**config.mk**
```make
export PLATFORM = sky130hd
export DESIGN_NAME = sfifo_1w_2r_flat
export DESIGN_NICKNAME = d
export VERILOG_FILES = /design/src/rtl/sfifo_1w_2r_if.sv /design/src/rtl/sfifo_1w_2r.sv /design/src/flat_wrapper.sv
export SDC_FILE = /design/constraint.sdc
export NUM_CORES = 1
export LEC_CHECK = 0
export BUFFER_PORTS_ARGS = -buffer_cell sky130_fd_sc_hd__buf_2
export CAP_MARGIN = 5
export CORE_ASPECT_RATIO = 0.6
export CORE_MARGIN = 5
export CORE_UTILIZATION = 54
export CTS_CLUSTER_SIZE = 16
export DETAILED_ROUTE_END_ITERATION = 10
export PLACE_DENSITY = 0.76
export SYNTH_ARGS = -nofsm -noshare
export SYNTH_HDL_FRONTEND = slang
export SYNTH_SLANG_ARGS = --single-unit
```
**constraint.sdc**
```tcl
create_clock -name Clk -period 4.6 [get_ports Clk]
set_input_delay 0.46 -clock Clk [delete_from_list [all_inputs] [get_ports Clk]]
set_output_delay 0.46 -clock Clk [all_outputs]
set_load 0.02 [all_outputs]
```
**src/rtl/sfifo_1w_2r_if.sv**
```systemverilog
// sfifo_1w_2r_if: write/pair-read handshake bundle for sfifo_1w_2r.
interface sfifo_1w_2r_if #(
    parameter int DATA_WIDTH    = 8,
    parameter int ADDRESS_WIDTH = 4
);
    logic [DATA_WIDTH-1:0]  Data_in;
    logic                   WriteEn_in;
    logic                   Full_out;
    logic                   ReadEn_in;
    logic                   Empty_out;
    logic [DATA_WIDTH-1:0]  Data_out_1;
    logic [DATA_WIDTH-1:0]  Data_out_2;
    logic                   Data_valid;
    logic [ADDRESS_WIDTH:0] Count_out;
    logic                   Error_out;

    modport master (
        output Data_in, WriteEn_in, ReadEn_in,
        input  Full_out, Empty_out, Data_out_1, Data_out_2, Data_valid, Count_out, Error_out
    );

    modport slave (
        input  Data_in, WriteEn_in, ReadEn_in,
        output Full_out, Empty_out, Data_out_1, Data_out_2, Data_valid, Count_out, Error_out
    );
endinterface

```
**src/rtl/sfifo_1w_2r.sv**
```systemverilog
// sfifo_1w_2r: one-word write, two-word pair read synchronous FIFO.
// Define FIFO_1W2R_ERROR_FLAG_EN to enable the sticky misuse flag on Error_out.
module sfifo_1w_2r #(
    parameter int DATA_WIDTH    = 8,
    parameter int ADDRESS_WIDTH = 4,
    parameter int FIFO_DEPTH    = 1 << ADDRESS_WIDTH
) (
    input logic         Clk,
    input logic         Clear_in,
    sfifo_1w_2r_if.slave bus
);
    localparam int CW = ADDRESS_WIDTH + 1;

    logic [DATA_WIDTH-1:0]    mem_q [FIFO_DEPTH];
    logic [DATA_WIDTH-1:0]    mem_d [FIFO_DEPTH];
    logic [ADDRESS_WIDTH-1:0] wr_ptr_q, wr_ptr_d, rd_ptr_q, rd_ptr_d;
    logic [CW-1:0]            count_q, count_d;
    logic [DATA_WIDTH-1:0]    out1_q, out1_d, out2_q, out2_d;
    logic                     valid_q, valid_d;
    logic                     full, empty, wr_acc, rd_acc;

    assign full  = count_q == CW'(FIFO_DEPTH);
    assign empty = count_q < CW'(2);

    // Reads sample mem_q, so a word written this cycle is never part of the pair.
    always_comb begin
        wr_acc   = bus.WriteEn_in && !full;
        rd_acc   = bus.ReadEn_in && !empty;
        mem_d    = mem_q;
        if (wr_acc) mem_d[wr_ptr_q] = bus.Data_in;
        wr_ptr_d = wr_acc ? wr_ptr_q + ADDRESS_WIDTH'(1) : wr_ptr_q;
        rd_ptr_d = rd_acc ? rd_ptr_q + ADDRESS_WIDTH'(2) : rd_ptr_q;
        count_d  = count_q + CW'(wr_acc) - (rd_acc ? CW'(2) : CW'(0));
        out1_d   = rd_acc ? mem_q[rd_ptr_q] : out1_q;
        out2_d   = rd_acc ? mem_q[rd_ptr_q + ADDRESS_WIDTH'(1)] : out2_q;
        valid_d  = rd_acc;
    end

    always_ff @(posedge Clk) begin
        if (Clear_in) begin
            wr_ptr_q <= '0;
            rd_ptr_q <= '0;
            count_q  <= '0;
            out1_q   <= '0;
            out2_q   <= '0;
            valid_q  <= 1'b0;
        end else begin
            mem_q    <= mem_d;
            wr_ptr_q <= wr_ptr_d;
            rd_ptr_q <= rd_ptr_d;
            count_q  <= count_d;
            out1_q   <= out1_d;
            out2_q   <= out2_d;
            valid_q  <= valid_d;
        end
    end

`ifdef FIFO_1W2R_ERROR_FLAG_EN
    logic error_q, error_d;

    always_comb begin
        error_d = error_q || (bus.WriteEn_in && full) || (bus.ReadEn_in && empty);
    end

    always_ff @(posedge Clk) begin
        if (Clear_in) error_q <= 1'b0;
        else          error_q <= error_d;
    end

    assign bus.Error_out = error_q;
`else
    assign bus.Error_out = 1'b0;
`endif

    assign bus.Full_out   = full;
    assign bus.Empty_out  = empty;
    assign bus.Count_out  = count_q;
    assign bus.Data_out_1 = out1_q;
    assign bus.Data_out_2 = out2_q;
    assign bus.Data_valid = valid_q;
endmodule

```
**src/flat_wrapper.sv**
```systemverilog
// flat-port wrapper written by rule: the top's interface ports become plain ports
module sfifo_1w_2r_flat 
#(
    parameter int DATA_WIDTH    = 8,
    parameter int ADDRESS_WIDTH = 4,
    parameter int FIFO_DEPTH    = 1 << ADDRESS_WIDTH
)
  (Clk, Clear_in, bus_Data_in, bus_WriteEn_in, bus_ReadEn_in, bus_Full_out, bus_Empty_out, bus_Data_out_1, bus_Data_out_2, bus_Data_valid, bus_Count_out, bus_Error_out);
  sfifo_1w_2r_if #(.DATA_WIDTH(DATA_WIDTH), .ADDRESS_WIDTH(ADDRESS_WIDTH)) bus_i ();
  input logic Clk;
  input logic Clear_in;
  input wire logic [$bits(bus_i.Data_in)-1:0] bus_Data_in;
  input wire logic [$bits(bus_i.WriteEn_in)-1:0] bus_WriteEn_in;
  input wire logic [$bits(bus_i.ReadEn_in)-1:0] bus_ReadEn_in;
  output wire logic [$bits(bus_i.Full_out)-1:0] bus_Full_out;
  output wire logic [$bits(bus_i.Empty_out)-1:0] bus_Empty_out;
  output wire logic [$bits(bus_i.Data_out_1)-1:0] bus_Data_out_1;
  output wire logic [$bits(bus_i.Data_out_2)-1:0] bus_Data_out_2;
  output wire logic [$bits(bus_i.Data_valid)-1:0] bus_Data_valid;
  output wire logic [$bits(bus_i.Count_out)-1:0] bus_Count_out;
  output wire logic [$bits(bus_i.Error_out)-1:0] bus_Error_out;
  assign bus_i.Data_in = bus_Data_in;
  assign bus_i.WriteEn_in = bus_WriteEn_in;
  assign bus_i.ReadEn_in = bus_ReadEn_in;
  assign bus_Full_out = bus_i.Full_out;
  assign bus_Empty_out = bus_i.Empty_out;
  assign bus_Data_out_1 = bus_i.Data_out_1;
  assign bus_Data_out_2 = bus_i.Data_out_2;
  assign bus_Data_valid = bus_i.Data_valid;
  assign bus_Count_out = bus_i.Count_out;
  assign bus_Error_out = bus_i.Error_out;
  sfifo_1w_2r #(.DATA_WIDTH(DATA_WIDTH), .ADDRESS_WIDTH(ADDRESS_WIDTH), .FIFO_DEPTH(FIFO_DEPTH)) u_core (.Clk(Clk), .Clear_in(Clear_in), .bus(bus_i));
endmodule
```
==> results of run 1 <==
-- metal layers --
layer	vias to the layer above	part of all wire (%)	GRT usage, %
li1	1535	-	-
met2	79	45	27.2
met5	-	0	0
met4	0	0.40	4.46
met1	1673	51	29.9
met3	9	3.9	4.60
-- sequential cells by signal, indices dropped and copies added (netlist names) --
register               count
u_core.bus.Data_out_1      8
u_core.mem_q             128
u_core.bus.Count_out       5
u_core.rd_ptr_q            3
u_core.wr_ptr_q            4
u_core.bus.Data_out_2      8
u_core.bus.Data_valid      1
-- how the worst max path moves through the flow --
stage                               to
2_1_floorplan  u_core.bus.Count_out[4]
3_3_place_gp   u_core.bus.Count_out[4]
3_5_place_dp          u_core.mem_q[89]
4_1_cts               u_core.mem_q[89]
5_1_grt               u_core.mem_q[91]
6_report              u_core.mem_q[91]
-- kinds of logic (layout without fill, tap and decap cells) --
group           count (synthesis)  in the layout  synth area share, %
fa+ha+maj                      12             12                 2.41
simple gates                   50             50                 5.01
other cells                     1              1               0.0603
mux                            64             64                 10.3
flops                         157            157                 71.1
compound gates                 55             55                 7.20
buf+inv                        30             79                 2.94
xor+xnor                        7              7                0.985
-- synthesized netlist by cell type, drive strengths merged --
cell / count / area, sq um
a22oi: 32 / 240
nor4: 1 / 6.26
nand3: 5 / 25.0
and3: 1 / 6.26
nor2b: 3 / 18.8
nor3b: 1 / 18.8
nor3: 1 / 5.00
nand2: 6 / 25.0
and2: 17 / 106
ha: 12 / 150
a21oi: 5 / 36.3
nand2b: 1 / 6.26
mux2i: 64 / 641
inv: 11 / 41.3
a32o: 16 / 161
edfxtp: 128 / 3840
xor2: 6 / 52.6
nor4b: 2 / 23.8
xnor2: 1 / 8.76
o21ai: 2 / 10.0
clkbuf: 2 / 10.0
nand4bb: 1 / 16.3
dfxtp: 29 / 581
conb: 1 / 3.75
or3b: 1 / 11.3
nor2: 9 / 36.3
or3: 1 / 6.26
buf: 17 / 131
-- metrics by stage --
stage	util (%)	area (sq um)	hold slack, ns
finish	62.2	7020	0.373
CTS	62.2	7020	0.354
global placement	57.2	6470	0.456
detailed placement	57.2	6470	0.454
floorplan	-	6220	0.477
global route	62.2	7020	0.371
-- placed cells by master, fill, tap and decap left out, types with 3 or more instances in the layout --
master / synthesis / routed
a21oi_1: 4 / 4
a22oi_1: 32 / 32
a32o_1: 15 / 15
and2_1: 17 / 17
buf_2: 3 / 35
clkbuf_16: 0 / 17
clkinv_1: 0 / 6
clkinv_2: 0 / 3
dfxtp_1: 29 / 28
edfxtp_1: 128 / 128
ha_1: 12 / 12
inv_1: 10 / 10
mux2i_1: 64 / 64
nand2_1: 5 / 5
nand3_1: 5 / 5
nor2_1: 8 / 8
nor2b_1: 3 / 3
xor2_1: 6 / 6
-- layout make-up --
| class | instances | area (sq um) | area share, % |
|---|---|---|---|
| Sequential cell | 157 | 4430 | 63.1 |
| Multi-Input combinational cell | 189 | 1620 | 23.0 |
| Clock buffer | 17 | 425 | 6.06 |
| Tap cell | 160 | 200 | 2.85 |
| Timing Repair Buffer | 36 | 183 | 2.60 |
| Clock inverter | 15 | 130 | 1.85 |
| Inverter | 11 | 41.3 | 0.588 |
-- worst register-to-register path: cells and delay by family (launching register included) --
family / cells / cell delay [ns]
buffers and inverters: 1 / 0.08
and+or+nand+nor: 4 / 1.34
DFF: 1 / 0.39
adders and majority gates: 1 / 0.21
-- where the power goes --
group	internal, W	total, W	switching, W
clock network	0.000785	0.00132	0.000534
logic	0.000350	0.000756	0.000406
registers	0.00162	0.00179	0.000170
==> key figures, run 1 <==
Worst hold path
  • WHS Endpoint: u_core.wr_ptr_q[1]
  • Worst hold path type: in2reg
  • Hold Path Stages: 3
  • Hold Path Origin: bus_WriteEn_in

Placement
  • Port Buffers: 35
  • Placed Cells: ~550
  • Routability cong.: 0.796
  • Setup WS pre-CTS: about 2.3 ns
  • DPL Wire Length: ~8100 um

Final layout
  • Share of cells above drive strength 1: around 17%
  • # diodes: 0
  • Fillers: ~800
  • Nets@finish: roughly 440
  • P&R area growth vs syn: 12.9%
  • Non-Filler Instances: roughly 590

Yosys
  • Mean Syn Cell Area: around 17 sq um
  • Netlist cell types: 37
  • YS warnings: 0
  • Net Count, Synth: 400
  • Seq/Total Area, Yosys: between 70% and 80%
  • Mapped cell area: approximately 0.0062 sq mm
  • Seq cells post-synth: ~160
  • Synthesized instance count: between 300 and 400

Die
  • Die width: 149 um
  • # rows: 30
  • Ports: 37
  • Die Span Y: roughly 93 um
  • DIE AREA: 0.0138 sq mm
  • Core area: ~0.011 sq mm
  • Initial Utilization: 55.1%

Power and ir drop
  • PwrDens: roughly 550 mW/mm^2
  • LEAKAGE: between 2 and 2.5 nW
  • Total power: approximately 0.0039 W
  • Max rail drop VDD: just over 0.0003 V

Worst setup path
  • Maximum fanout along the worst path: 8
  • Startpoint Class: flip-flop
  • Crit. Startpoint: u_core.bus.Count_out[2]
  • Reg-to-reg slack, setup: between 2 and 2.5 ns
  • Worst EP required: between 4 and 5 ns
  • RR Startpoint: u_core.bus.Count_out[2]
  • Critical path's top delay family: simple AND/OR/NAND/NOR gates
  • Crit path depth: 6
  • CP Data Arrival Time: roughly 2.5 ns
  • CP Capture Type: flip-flop
  • Largest stage delay on the critical path: 0.60 ns
  • R2R Path End: u_core.mem_q[91]
  • Buffers & Inverters on Critical Path: 1
  • Crit Path Class: reg2reg
  • Critical-path top delay cell: nor4b_1
  • Worst-path cell chain: inv_1 -> ha_1 -> nand4bb_2 -> nand2_2 -> nor4b_1 -> and2_1
  • R2r worst-path depth: 6

STA
  • Final Hold Vio Count: 0
  • Fin crit share: between 50% and 60%
  • Slew @ Worst Pin: 1.14 ns
  • Maximum clock rate: approximately 420 MHz
  • Fin worst setup slack: 2.23 ns
  • Crit path time final: 2.37 ns
  • Max_slew headroom: about a quarter
  • Fin. max-slew vios: 0
  • Layout Skew: slightly above 0.009 ns
  • Final setup fails: 0
  • RSZ-0062 raised after global routing: no
  • Setup Total Neg Slack: 0 ns

Routing
  • Via/cell ratio: about 5.6
  • Wirelength per Cell: around 22 um
  • DRT Pass-1 Iters: 4
  • Vias: around 3300
  • DRC violations left: 0
  • Routed wire length: 12700 um
  • Final ANT Viol Nets: 0
  • First-iteration detailed-routing DRC count: about 350

GRT
  • Largest net degree at the start of global routing: 67
  • Gr usage total: between 10% and 20%
  • Initial antenna violation count: 0
  • Vias in the first global route: approximately 3300
  • First-pass GRT wire length: roughly 19000 um
  • Total grt overflow: 0

Clocking
  • CTS tree: built
  • Inserted Clock Buffers: 17
  • Clock sink count: approximately 160
  • Post-CTS Setup Repair Bufs: 0
  • Clock Path Buffers: 2
  • Hold-fix buffers at CTS: 0
  • PostCTS Resize Cnt: 0
  • Root Buffer: clkbuf_16
  • Clock-pin slew on the worst setup and hold paths: 0.06 ns
  • Clock latency at the later pin of the worst-skew pair: just over 0.4 ns
  • H-tree Lvls: 4

Run
  • Max Cap Viol: 0

Status
  • Outcome: finished clean
(Power assumes the default switching activity.)
==> run 2, diff against run 1 <==
==> constraint.sdc (replaced) <==
create_clock -name Clk -period 2.4 [get_ports Clk]
set_input_delay 0.24 -clock Clk [delete_from_list [all_inputs] [get_ports Clk]]
set_output_delay 0.24 -clock Clk [all_outputs]
set_load 0.02 [all_outputs]
==> run 2 against run 1 <==
Compared with the run above: via count grew 1.2%; final cell count up 1.0%; total power up 94%; global-route usage is 0.21 points lower; fmax grew 3.6%; worst setup slack worse by 2.1 ns; sequential share of layout area decreased by 0.72 points; worst hold slack lost 0.24 ns; flip-flop and latch count stayed put; non-clock buffer count grew 6; register-to-register slack worse by 2.1 ns; first-iteration DRC count shrank 12%; critical path type unchanged; highest routed layer unchanged.
==> key figures, run 2 (same netlist as run 1, synthesis figures left out) <==
STA
  • Fin crit share: 95.4% (was 51.6%)
  • Layout Skew: 0.0114 ns (was 0.00928 ns)
  • RSZ-0062 raised after global routing: no (unchanged)
  • Slew @ Worst Pin: 0.738 ns (was 1.14 ns)
  • Crit path time final: 2.29 ns (was 2.37 ns)
  • Max_slew headroom: 50.7% (was 23.9%)
  • Final Hold Vio Count: 0 (unchanged)
  • Maximum clock rate: 437 MHz (was 422 MHz)
  • Setup Total Neg Slack: 0 ns (unchanged)
  • Final setup fails: 0 (unchanged)
  • Fin. max-slew vios: 0 (unchanged)

Worst setup path
  • RR Startpoint: u_core.bus.Count_out[3] (was u_core.bus.Count_out[2])
  • Maximum fanout along the worst path: 5 (was 8)
  • CP Capture Type: flip-flop (unchanged)
  • Reg-to-reg slack, setup: 0.11 ns (was 2.23 ns)
  • Crit Path Class: reg2reg (unchanged)
  • Crit. Startpoint: u_core.bus.Count_out[3] (was u_core.bus.Count_out[2])
  • R2r worst-path depth: 11 (was 6)
  • Startpoint Class: flip-flop (unchanged)
  • R2R Path End: u_core.bus.Count_out[4] (was u_core.mem_q[91])
  • Worst EP required: 2.75 ns (was 4.68 ns)
  • CP Data Arrival Time: 2.64 ns (was 2.45 ns)

Worst hold path
  • Worst hold path type: in2reg (unchanged)
  • WHS Endpoint: u_core.wr_ptr_q[1] (unchanged)
  • Hold Path Origin: bus_WriteEn_in (unchanged)
  • Hold Path Stages: 3 (unchanged)

Final layout
  • Commonest non-fill, non-tap cell in the layout: edfxtp_1 (unchanged)
  • Non-Filler Instances: 591 (was 585)
  • Max reg flops: 128 (unchanged)
  • Nets@finish: 442 (was 436)
  • # diodes: 0 (unchanged)
  • Share of cells above drive strength 1: 19.5% (was 16.9%)
  • Top reg by flops: u_core.mem_q (unchanged)
  • P&R area growth vs syn: 14.2% (was 12.9%)
  • Most frequent cells in the layout: edfxtp_1, mux2i_1, buf_2 (unchanged)
  • Fillers: 795 (was 804)

Placement
  • Port Buffers: 35 (unchanged)
  • Placed Cells: 559 (was 553)
  • Routability cong.: 0.795 (was 0.796)
  • DPL Wire Length: 8060 um (was 8120 um)

Clocking
  • Inserted Clock Buffers: 17 (unchanged)
  • PostCTS Resize Cnt: 0 (unchanged)
  • Post-CTS Setup Repair Bufs: 0 (unchanged)
  • Clock-pin slew on the worst setup and hold paths: 0.07 ns (was 0.06 ns)
  • Clock latency at the later pin of the worst-skew pair: 0.42 ns (was 0.41 ns)
  • Clock Path Buffers: 2 (unchanged)
  • Root Buffer: clkbuf_16 (unchanged)
  • Clock sink count: 157 (unchanged)
  • CTS tree: built (unchanged)
  • Hold-fix buffers at CTS: 0 (unchanged)
  • H-tree Lvls: 4 (unchanged)

GRT
  • Gr usage total: 19.0% (was 19.2%)
  • Largest net degree at the start of global routing: 35 (was 67)
  • M3 GR Usage: 5.18% (was 4.60%)
  • Met2 usage: 26.4% (was 27.2%)
  • Vias in the first global route: 3291 (was 3340)
  • First-pass GRT wire length: 19100 um (was 19400 um)
  • Initial antenna violation count: 0 (unchanged)
  • Global route hottest layer: met1 (unchanged)
  • Total grt overflow: 0 (unchanged)
  • M1 GR Usage: 29.2% (was 29.9%)

Die
  • # rows: 30 (unchanged)
  • Initial Utilization: 55.1% (unchanged)
  • Ports: 37 (unchanged)
  • DIE AREA: 0.0138 sq mm (unchanged)
  • Die width: 149 um (unchanged)
  • Core area: 0.0113 sq mm (unchanged)
  • Die Span Y: 93.1 um (unchanged)

Power and ir drop
  • LEAKAGE: 2.47 nW (was 2.42 nW)
  • PwrDens: 1060 mW/mm^2 (was 551 mW/mm^2)
  • Max rail drop VDD: 0.000575 V (was 0.000304 V)

Routing
  • Routed wire length: 12500 um (was 12700 um)
  • DRC violations left: 0 (unchanged)
  • First-iteration detailed-routing DRC count: 310 (was 353)
  • Final ANT Viol Nets: 0 (unchanged)
  • Vias: 3336 (was 3296)
  • Via/cell ratio: 5.64 (was 5.63)
  • Wirelength per Cell: 21.1 um (was 21.8 um)
  • DRT Pass-1 Iters: 4 (unchanged)

Status
  • Outcome: finished clean (unchanged)

Run
  • Max Cap Viol: 0 (unchanged)
run 2: cell count changes in the layout (fill, tap and decap cells not counted), sizes merged:
cell,previous run,this run
clkinv,11,4
inv,11,18
buf,36,42
bufinv,2,1
clkbuf,17,18
run 2: critical path: stages (launching register included):
cell,delay [ns]
dfxtp_1,0.31
inv_1,0.10
ha_1,0.14
or3b_4,0.41
nand2_1,0.15
ha_1,0.26
inv_1,0.06
ha_1,0.16
nand2b_1,0.10
a21oi_1,0.07
or3_1,0.30
a21oi_1,0.14
run 2: per-layer routing:
metal / vias to the layer above / part of all wire, % / routed length [um]
met5: - / 0 / 0
li1: 1547 / - / -
met2: 104 / 45 / 5590
met1: 1676 / 49 / 6060
met4: 0 / 0.48 / 60
met3: 9 / 6.1 / 760
run 2: layout make-up:
class | instances | area (sq um) | share of cell area, %
inverter | 11 | 41.3 | 0.581
clock buffer | 18 | 450 | 6.34
sequential | 157 | 4430 | 62.3
multi-input combinational | 189 | 1620 | 22.7
clock inverter | 14 | 129 | 1.81
timing repair buffer | 42 | 240 | 3.38
tap | 160 | 200 | 2.82
run 2: per-stage QoR:
stage	instance area [sq um]	utilization (%)	hold WS [ns]	power, W	worst slack [ns]
2_1_floorplan	6220	-	0.339	0.00453	0.171
3_3_place_gp	6530	57.8	0.454	0.00493	0.187
3_5_place_dp	6530	57.8	0.448	0.00497	0.121
4_1_cts	7100	62.9	0.118	0.00755	0.102
5_1_grt	7100	62.9	0.132	0.00780	0.0231
6_report	7100	62.9	0.137	0.00751	0.111
run 2: worst max-delay path by stage:
stage / end / cells past startpoint / slack, ns
2_1_floorplan: u_core.bus.Count_out[4] / 11 / 0.17
3_3_place_gp: u_core.bus.Count_out[4] / 11 / 0.19
4_1_cts: u_core.bus.Count_out[4] / 11 / 0.10
3_5_place_dp: u_core.bus.Count_out[4] / 11 / 0.12
5_1_grt: u_core.bus.Count_out[4] / 11 / 0.02
6_report: u_core.bus.Count_out[4] / 11 / 0.11
run 2: power breakdown:
part           internal, W  switching (W)  leakage [nW]
registers          0.00311       0.000166          1.39
clock network      0.00150        0.00108         0.284
logic             0.000687       0.000950         0.795
==> run 3, diff against run 2 <==
--- a/config.mk
+++ b/config.mk
@@ -5,7 +5,7 @@
 export SDC_FILE = /design/constraint.sdc
 export NUM_CORES = 1
 export LEC_CHECK = 0
-export BUFFER_PORTS_ARGS = -buffer_cell sky130_fd_sc_hd__buf_2
+export BUFFER_PORTS_ARGS = -buffer_cell sky130_fd_sc_hd__clkbuf_2
 export CAP_MARGIN = 5
 export CORE_ASPECT_RATIO = 0.6
 export CORE_MARGIN = 5
==> run 3 against run 2 <==
Compared with the run above: fmax rose by 2.8%; non-clock buffer count rose by 2; worst hold slack got worse by 0.0039 ns; core utilization rose by 0.53 points; critical path type unchanged; sequential share of layout area fell by 0.52 points; global-route usage fell by 0.090 points; combinational power barely moved; critical path depth did not move.
==> key figures, run 3 (same netlist as run 1, synthesis figures left out) <==
Status
  • Outcome: finished clean (unchanged)

Worst setup path
  • Maximum fanout along the worst path: 3 (was 5)
  • Worst-path cell chain: inv_1 -> ha_1 -> or3b_4 -> nand2_2 -> ha_1 -> inv_1 -> ha_2 -> nand2b_1 -> a21oi_1 -> or3_1 -> a21oi_1 (was inv_1 -> ha_1 -> or3b_4 -> nand2_1 -> ha_1 -> inv_1 -> ha_1 -> nand2b_1 -> a21oi_1 -> or3_1 -> a21oi_1)
  • Crit Path Class: reg2reg (unchanged)
  • Crit path depth: 11 (unchanged)
  • CP Capture Type: flip-flop (unchanged)
  • Startpoint Class: flip-flop (unchanged)
  • CP Data Arrival Time: 2.58 ns (was 2.64 ns)
  • R2r worst-path depth: 11 (unchanged)
  • Buffers & Inverters on Critical Path: 2 (unchanged)
  • Critical path's top delay family: simple AND/OR/NAND/NOR gates (unchanged)
  • Worst EP required: 2.75 ns (about the same)
  • Largest stage delay on the critical path: 0.39 ns (was 0.41 ns)
  • Critical-path top delay cell: or3b_4 (unchanged)

Die
  • Initial Utilization: 55.1% (unchanged)
  • Die width: 149 um (unchanged)
  • Core area: 0.0113 sq mm (unchanged)
  • DIE AREA: 0.0138 sq mm (unchanged)
  • Die Span Y: 93.1 um (unchanged)
  • Ports: 37 (unchanged)
  • # rows: 30 (unchanged)

Routing
  • Routed wire length: 12500 um (about the same)
  • DRT Pass-1 Iters: 5 (was 4)
  • DRC violations left: 0 (unchanged)
  • Via/cell ratio: 5.64 (about the same)
  • Final ANT Viol Nets: 0 (unchanged)
  • Vias: 3343 (was 3336)
  • First-iteration detailed-routing DRC count: 410 (was 310)
  • Wirelength per Cell: 21.1 um (about the same)

STA
  • Slew @ Worst Pin: 0.710 ns (was 0.738 ns)
  • Setup Total Neg Slack: 0 ns (unchanged)
  • Layout Skew: 0.00658 ns (was 0.0114 ns)
  • Max_slew headroom: 52.6% (was 50.7%)
  • Maximum clock rate: 449 MHz (was 437 MHz)
  • Crit path time final: 2.23 ns (was 2.29 ns)
  • Fin. max-slew vios: 0 (unchanged)
  • RSZ-0062 raised after global routing: no (unchanged)
  • Final Hold Vio Count: 0 (unchanged)
  • Fin crit share: 92.8% (was 95.4%)
  • Final setup fails: 0 (unchanged)

GRT
  • Total grt overflow: 0 (unchanged)
  • First-pass GRT wire length: 19100 um (about the same)
  • Vias in the first global route: 3301 (was 3291)
  • Initial antenna violation count: 0 (unchanged)
  • Gr usage total: 18.9% (was 19.0%)
  • Largest net degree at the start of global routing: 35 (unchanged)

Final layout
  • # diodes: 0 (unchanged)
  • Commonest non-fill, non-tap cell in the layout: edfxtp_1 (unchanged)
  • Top reg by flops: u_core.mem_q (unchanged)
  • Max reg flops: 128 (unchanged)
  • Most frequent cells in the layout: edfxtp_1, mux2i_1, clkbuf_2 (was edfxtp_1, mux2i_1, buf_2)
  • Nets@finish: 444 (was 442)
  • Non-Filler Instances: 593 (was 591)
  • Design area: 0.00716 sq mm (was 0.00710 sq mm)
  • Share of cells above drive strength 1: 19.6% (was 19.5%)
  • P&R area growth vs syn: 15.1% (was 14.2%)

Run
  • Max Cap Viol: 0 (unchanged)

Clocking
  • CTS tree: built (unchanged)
  • Inserted Clock Buffers: 17 (unchanged)
  • Clock Path Buffers: 2 (unchanged)
  • Clock-pin slew on the worst setup and hold paths: 0.06 ns (was 0.07 ns)
  • H-tree Lvls: 4 (unchanged)
  • Clock sink count: 157 (unchanged)
  • Clock latency at the later pin of the worst-skew pair: 0.42 ns (about the same)
  • Root Buffer: clkbuf_16 (unchanged)

Worst hold path
  • Hold Path Stages: 3 (unchanged)
  • Worst hold path type: in2reg (unchanged)

Power and ir drop
  • LEAKAGE: 2.49 nW (was 2.47 nW)
  • Sw Ratio: 28.1% (was 29.3%)
  • Clock network fraction of total power: 35.6% (was 34.5%)
  • Max rail drop VDD: 0.000775 V (was 0.000575 V)
  • Seq pwr share: 42.6% (was 43.7%)
  • Logic gate share of total power: 21.8% (about the same)
  • PwrDens: 1070 mW/mm^2 (was 1060 mW/mm^2)
  • Total power: 0.00768 W (was 0.00751 W)
  • Net Sw Power: 0.00216 W (was 0.00220 W)
  • Pint: 0.00552 W (was 0.00531 W)

Placement
  • DPL Wire Length: 8030 um (was 8060 um)
  • Port Buffers: 35 (unchanged)
  • Placed Cells: 560 (was 559)
  • Routability cong.: 0.782 (was 0.795)
  • Dpl cell area: 0.00653 sq mm (about the same)
[run 3: cell count changes in the layout (fill, tap and decap cells not counted), sizes merged]
cell      change
clkinv        +1
inv           -6
buf          -33
clkinvlp      -2
clkbuf       +42
[run 3: tightest hold or removal path, cell delays in order]
cell and delay [ns]:
clkbuf_2 0.12, nand3_1 0.08, a21oi_1 0.05
[run 3: power groups by stage]
stage               sequential [W]  combinational [W]  clock [W]
floorplan                  0.00339            0.00115          0
global placement           0.00333            0.00160          0
detailed placement         0.00333            0.00164          0
CTS                        0.00328            0.00165    0.00274
global route               0.00329            0.00181    0.00288
finish                     0.00328            0.00167    0.00273
[run 3: per-layer routing]
layer	GRT usage, %	up-vias	part of all wire [%]
met3	4.46	17	6.7
met1	28.5	1668	47
met4	5.69	0	1.2
li1	-	1545	-
met2	27.2	113	45
met5	0	-	0
[run 3: path summary, 6_finish.rpt]
check | end | slack [ns] | startpoint
min | u_core.wr_ptr_q[1] | 0.13 | bus_WriteEn_in
max reg2reg | u_core.bus.Count_out[4] | 0.17 | u_core.bus.Count_out[3]
max | u_core.bus.Count_out[4] | 0.17 | u_core.bus.Count_out[3]
min reg2reg | u_core.bus.Data_out_2[5] | 0.46 | u_core.bus.Data_out_2[5]
[run 3: per-stage QoR]
step | utilization [%] | setup slack [ns] | hold WS, ns
floorplan | - | 0.171 | 0.339
global placement | 57.8 | 0.195 | 0.459
detailed placement | 57.8 | 0.112 | 0.455
CTS | 63.3 | 0.0932 | 0.118
global route | 63.4 | 0.00795 | 0.143
finish | 63.4 | 0.174 | 0.133
[run 3: area by class of cell]
cell class                      count  area [sq um]
Inverter                           11          41.3
Fill cell                         789          4130
Sequential cell                   157          4430
Clock inverter                      7          68.8
Tap cell                          160           200
Clock buffer                       25           551
Multi-Input combinational cell    189          1620
Timing Repair Buffer               44           255
[run 3: timing repair]
item | in CTS | in global routing
hold buffers | 0 | 0
endpoints found under the setup margin | 0 | 1
hold endpoints to repair | 0 | 0
buffers inserted | 0 | 1
resized for setup | 0 | 2
